[src/rtl/scratch_arbiter.sv]
// Scratch RAM arbiter: memory stage vs stack sequencer, single port.
// Same-cycle grants, one-cycle tagged read returns, starvation and lock.
module scratch_arbiter #(
  parameter int ADDR_W     = 8,
  parameter int DATA_W     = 10,
  parameter int STARVE_MAX = 3,
  parameter int LOCK_MAX   = 2
) (
  input  logic              clk,
  input  logic              reset,
  input  logic              mem_req,
  input  logic              mem_we,
  input  logic [ADDR_W-1:0] mem_addr,
  input  logic [DATA_W-1:0] mem_wdata,
  output logic              mem_gnt,
  output logic              mem_rvalid,
  output logic              mem_wait,
  input  logic              stk_req,
  input  logic              stk_we,
  input  logic              stk_lock,
  input  logic [ADDR_W-1:0] stk_addr,
  input  logic [DATA_W-1:0] stk_wdata,
  output logic              stk_gnt,
  output logic              stk_rvalid,
  output logic              stk_wait,
  output logic [DATA_W-1:0] rd_data,
  output logic              ram_we,
  output logic [ADDR_W-1:0] ram_addr,
  output logic [DATA_W-1:0] ram_wdata,
  input  logic [DATA_W-1:0] ram_rdata
);

  localparam int SW = $clog2(STARVE_MAX + 1);
  localparam int LW = $clog2(LOCK_MAX + 1);

  typedef enum logic {IDLE, LOCKED} state_t;

  state_t        state, state_nx;
  logic [SW-1:0] starve_cnt, starve_nx;
  logic [LW-1:0] lock_cnt, lock_nx;
  logic          rd_pend, rd_owner;
  logic          starved, stk_win, mem_win;

  assign starved = starve_cnt == SW'(STARVE_MAX);

  // STK wins when locked, alone, or starved; MEM otherwise
  assign stk_win = !reset && stk_req &&
                   (state == LOCKED || !mem_req || starved);
  assign mem_win = !reset && mem_req && !stk_win;

  always_ff @(posedge clk) begin
    if (reset) begin
      state      <= IDLE;
      starve_cnt <= '0;
      lock_cnt   <= '0;
      rd_pend    <= 1'b0;
      rd_owner   <= 1'b0;
    end else begin
      state      <= state_nx;
      starve_cnt <= starve_nx;
      lock_cnt   <= lock_nx;
      rd_pend    <= (mem_win && !mem_we) ||
                    (stk_win && !stk_we);
      rd_owner   <= stk_win;
    end
  end

  always_comb begin
    state_nx  = state;
    lock_nx   = lock_cnt;
    starve_nx = '0;
    if (stk_req && !stk_win) begin
      starve_nx = starved ? starve_cnt
                          : starve_cnt + SW'(1);
    end
    case (state)
      IDLE: begin
        if (stk_win && stk_lock) begin
          state_nx = LOCKED;
          lock_nx  = '0;
        end
      end
      LOCKED: begin
        if (!stk_req) begin
          state_nx = IDLE;
        end else begin
          lock_nx = lock_cnt + LW'(1);
          if (!stk_lock || lock_nx == LW'(LOCK_MAX))
            state_nx = IDLE;
        end
      end
      default: state_nx = IDLE;
    endcase
  end

  always_comb begin
    mem_gnt   = mem_win;
    stk_gnt   = stk_win;
    mem_wait  = !reset && mem_req && !mem_win;
    stk_wait  = !reset && stk_req && !stk_win;
    ram_we    = 1'b0;
    ram_addr  = '0;
    ram_wdata = '0;
    unique case (1'b1)
      stk_win: begin
        ram_we    = stk_we;
        ram_addr  = stk_addr;
        ram_wdata = stk_wdata;
      end
      mem_win: begin
        ram_we    = mem_we;
        ram_addr  = mem_addr;
        ram_wdata = mem_wdata;
      end
      default: ;
    endcase
    mem_rvalid = !reset && rd_pend && !rd_owner;
    stk_rvalid = !reset && rd_pend && rd_owner;
    rd_data    = (mem_rvalid || stk_rvalid) ? ram_rdata
                                            : '0;
  end

endmodule

[config.mk]
export PLATFORM = sky130hd
export DESIGN_NAME = scratch_arbiter
export DESIGN_NICKNAME = d
export VERILOG_FILES = /design/src/rtl/scratch_arbiter.sv
export SDC_FILE = /design/constraint.sdc
export NUM_CORES = 1
export LEC_CHECK = 0
export CORE_MARGIN = 3
export CORE_UTILIZATION = 26
export CTS_CLUSTER_SIZE = 20
export DETAILED_ROUTE_END_ITERATION = 10
export PLACE_DENSITY = 0.85
export SLEW_MARGIN = 40
export SYNTH_ARGS = -nofsm -noshare
export SYNTH_HDL_FRONTEND = slang
export SYNTH_SLANG_ARGS = --single-unit
[constraint.sdc]
create_clock -name clk -period 3.3 [get_ports clk]
set_input_delay 0.66 -clock clk [delete_from_list [all_inputs] [get_ports clk]]
set_output_delay 0.66 -clock clk [all_outputs]
set_load 0.01 [all_outputs]
Word-level counts from Yosys, hierarchy flattened
Cells that the tools add are included.
Word-level totals
  input port bits: 53
  output and inout port bits: 35
  word-level logic and storage cells: 52
  register bits: 7
Operators by class
  $add $sub $neg: 2
  eq/ne operators: 4
  reductions and logical operators: 28
  bitwise gates (word level): 2
  multiplexer cells: 11
Operators by type and width (count)
  $pmux W10 S2: 1
  $pmux W8 S2: 1
  $logic_and A1 B1 Y1: 13
  $mux W10: 1
  $logic_not A1 Y1: 8
  $logic_or A1 B1 Y1: 5
  $add A2 B1 Y2 const B: 2
  $eq A2 B2 Y1 const B: 2
  $mux W2: 2
  $ne A2 B2 Y1 const B: 2
  $pmux W1 S2: 2
  $pmux W2 S2: 1
  $mux W1: 3
  $not A1 Y1: 2
  $reduce_and A2 Y1: 1
  $reduce_or A2 Y1: 1

Depth between registers and ports, before layout
Gate-level depths: netlist of run 1.
  depth in word-level cells: 8
  depth in mapped cells: 5
  mapped depth without buffers: 4

Worst setup path before layout of run 1
No wires, ideal clock.
  kind: input -> output
  start point: input reset
  end point: output mem_wait
  stages: 4
  required time: 2640 ps
  path slack: 1282 ps
  arrival time: 1358 ps
  path buffers: 1
  cell sequence: nand2b_1 > nor2_2 > buf_6 > and2_1
On the way
  cells in the longest elaborated chain, start to end: 7
  elaborated cells on any way between the ends: 8
  classes of those cells: reduce/logical: 8
Ends and longest elaborated chain
  start, declared: line 10  | input logic reset,
  $logic_not A1 Y1: line 47  | assign stk_win = !reset && stk_req &&
  $logic_and A1 B1 Y1 (2 in a row): line 47
  via stk_gnt: line 23  | output logic stk_gnt,
  $logic_not A1 Y1: line 49  | assign mem_win = !reset && mem_req && !stk_win;
  $logic_and A1 B1 Y1: line 49
  $logic_not A1 Y1: line 99  | mem_wait = !reset && mem_req && !mem_win;
  $logic_and A1 B1 Y1: line 99
  end, declared: line 17  | output logic mem_wait,
The timed path passes the listed nets, and every way through them passes these cells.

Final worst setup path of run 1
  start point: input mem_req
  end point: output ram_wdata[2]
On the way
  cells in the longest elaborated chain, start to end: 7
  elaborated cells on any way between the ends: 8
  classes of those cells: mux: 1; reduce/logical: 7
Ends and longest elaborated chain
  start, declared: line 11  | input logic mem_req,
  $logic_not A1 Y1: line 48  | (state == LOCKED || !mem_req || starved);
  $logic_or A1 B1 Y1 (2 in a row): line 48
  $logic_and A1 B1 Y1: line 47
  $logic_not A1 Y1: line 49
  $logic_and A1 B1 Y1: line 49
  $pmux W10 S2 (*): line 104  | unique case (1'b1)
  end, declared: line 29  | output logic [DATA_W-1:0] ram_wdata,
Mark *: on every way between the ends. The rest lies on a longest branch, timed or not.

==> results of run 1 <==
final cells by class:
cell class                 instances  area [sq um]
inverter                           4          15.0
tap                               28          35.0
sequential                         7           140
multi-input combinational         59           433
timing repair buffer              90           893
fill                             195           733
clock buffer                       4          26.3
path summary, 6_finish.rpt:
path                               startpoint             to  slack (ps)  cells past startpoint
worst max-delay path                  mem_req   ram_wdata[2]         180                      6
worst min-delay path            starve_cnt[0]  starve_cnt[0]         440                      1
worst max register to register  starve_cnt[0]        rd_pend        2000                      4
worst min register to register  starve_cnt[0]  starve_cnt[0]         440                      1
sequential cells by signal, indices dropped and copies added (netlist names):
| name | cells |
|---|---|
| rd_pend | 1 |
| lock_cnt | 2 |
| state | 1 |
| starve_cnt | 2 |
| rd_owner | 1 |
worst reg2reg max path, stage by stage, from the launching register on:
cell,delay [ps]
dfxtp_1,310
ha_1,240
o21ai_1,150
and3b_4,380
a21o_1,170
power groups by stage:
stage	Combinational, mW	Sequential (mW)	Clock, mW
floorplan	0.0497	0.0904	0
global placement	0.153	0.0907	0
detailed placement	0.156	0.0908	0
CTS	0.157	0.0890	0.0811
global route	0.167	0.0894	0.0852
finish	0.156	0.0890	0.0801
stage by stage:
step	worst slack [ps]	hold WS (ps)	utilization [%]
finish	178	439	67.8
global route	84.9	465	67.8
CTS	165	453	67.8
detailed placement	182	431	66.6
global placement	226	414	66.6
floorplan	1280	408	-
cell usage in the layout (no fill, tap or decap):
cell type        Yosys  routed
a2111oi_0            1       1
a21o_1               1       1
a21oi_1              2       2
a22o_1              19      19
and2_1              12      12
and2b_1              2       2
and3b_4              1       1
buf_4                0       3
clkbuf_1             1       1
clkbuf_4             0       3
clkdlybuf4s50_1      0      87
dfxtp_1              7       7
ha_1                 2       2
inv_1                4       4
mux2_2               1       1
nand2_1              2       2
nand2b_1             1       1
nor2_1               3       3
nor2_2               1       1
nor2b_1              3       3
nor3_1               3       3
nor3b_2              1       1
o21ai_0              2       2
o21ai_1              1       1
o22a_1               1       1
routing by layer:
layer,global-route usage (%),wire [um]
met5,0,0
met4,3.13,19
met3,4.67,152
met2,39.4,1740
met1,21.5,1070
cells by family after synthesis:
| logic type | count (synthesis) |
|---|---|
| AO/OA/AOI/OAI | 27 |
| adder cells (fa/ha/maj) | 2 |
| buffers and inverters | 9 |
| flip-flops | 7 |
| multiplexers | 1 |
| AND/OR/NAND/NOR | 29 |
==> results.cfg, run 1 <==
[global_route]
grtUsageTotal_pct = 20.0
grt_max_degree = 22
grt-ovfl-total = 0
grt_pass1_vias = 930
grt_pass1_wl_mm = 4.91
antenna_found_initial = 0

[run]
max-cap-violations = 0

[yosys]
yosys.area_share.xor_xnor_pct = 0
synth_cell_types = 23
synth_edf_count = 0
synth_top_family_by_area = compound AO/OA/AOI/OAI gates
syn_area_sq_um = 637
synth_warnings = 0
synth_top_area_share_pct = 26.1
synth_compound_area_share_pct = 34.0
synth-simple-area-share_pct = 28.3
synth.largest_area_cell = a22o_1
ys.flop_type = dfxtp_1
synth_nets = 130
synthTopCellsByCount = a22o_1, and2_1, dfxtp_1
synth_fa_ha_area_share_pct = 3.93
avgSynthCellArea_sq_um = 8.49
yosysSeqAreaShare_pct = 22.0
synth_area_leaders = a22o_1, dfxtp_1, and2_1
synthArstFlopShare_pct = 0
ys_ff_latch = 7
yosysMostFrequentCell = a22o_1
muxShareOfSynthArea_pct = 1.77
netlist_instances = 75

[die]
fp.coreArea_sq_um = 2280
die_w_um = 55.5
start_util_pct = 28.0
row_count = 17
dieArea_sq_um = 3080
die_h_um = 55.5
ios = 88

[worst_setup_path]
crit_top_cell = clkdlybuf4s50_1
crit_family = buffers and inverters
cp_data_required_time_ps = 2640
end_kind = output port
path_class = input pin to output port
slowest_stage = clkdlybuf4s50_1
max_stage_delay_ps = 530
critPathBufInv = 3
crit_path_cell_trace = clkdlybuf4s50_1 -> nor3b_2 -> nor2_2 -> buf_4 -> a22o_1 -> clkdlybuf4s50_1
worstSetupStartpointType = input pin
cp_data_arrival_time_ps = 2460
crit_path_max_fanout = 21

[place]
post-dp-hpwl_mm = 2.55
postPlaceCellArea_sq_um = 1520
dpl.cell_count = 188
routabilityCongestion = 0.790
portBuffers = 87

[cells_and_area]
nets = 220
stdcell_count = 192
drive_above_1_share_pct = 6.10
area_growth_pct = 142
diodes = 0
final_area_sq_um = 1540

[pwr]
seqPwrFrac_pct = 27.4
p_int_mw = 0.240
p_total_mw = 0.325
p_sw_share_pct = 26.0
peakVddDrop_mv = 0.249
power_density_nw_per_um2 = 210
p_leak_nw = 0.610
power_frac_comb_pct = 47.9
netSwitchingPower_mw = 0.0844
pwr-share-clk_pct = 24.7

[timing]
slew_violations = 0
tightest_slew_ps = 322
setup_viol_count_final = 0
rsz0062_at_grt = no
fmax_ghz = 0.320
fin_tns_setup_ps = 0
finalCritPeriodShare_pct = 94.6
fin_skew_ps = 7.12
period_needed_ps = 3120
hold_viol = 0
slew_headroom_pct = 78.0

[outcome]
outcome = finished clean

[clocking]
clock-sinks = 7
cts_hold_buf = 0
cts_root_buf = clkbuf_4
insertion_delay_ps = 260
clk_path_buf_depth = 2
clk_pin_slew_ps = 50
postCtsSetupBuffers = 0
cts_tree = done
cts_buffers = 3
htreeDepth = 1
cts_resized = 0

[route]
drt-total-wl_mm = 2.98
vias = 904
drt_iter0_drc = 6
drt-wirelength-per-cell_um = 15.5
drtPass1Iterations = 4
ant_nets = 0
drc_errors = 0
vias_per_cell = 4.71

[min_path]
hold_class = flop to flop
No activity file was read; power rests on OpenSTA's default activity.
==> run 2: changes to the inputs <==
--- a/config.mk
+++ b/config.mk
@@ -10,7 +10,6 @@
 export CTS_CLUSTER_SIZE = 20
 export DETAILED_ROUTE_END_ITERATION = 10
 export PLACE_DENSITY = 0.85
-export SLEW_MARGIN = 40
 export SYNTH_ARGS = -nofsm -noshare
 export SYNTH_HDL_FRONTEND = slang
 export SYNTH_SLANG_ARGS = --single-unit
==> results of run 2 <==
Same layout as run 1: the final DEF is identical, and so are final timing and power.
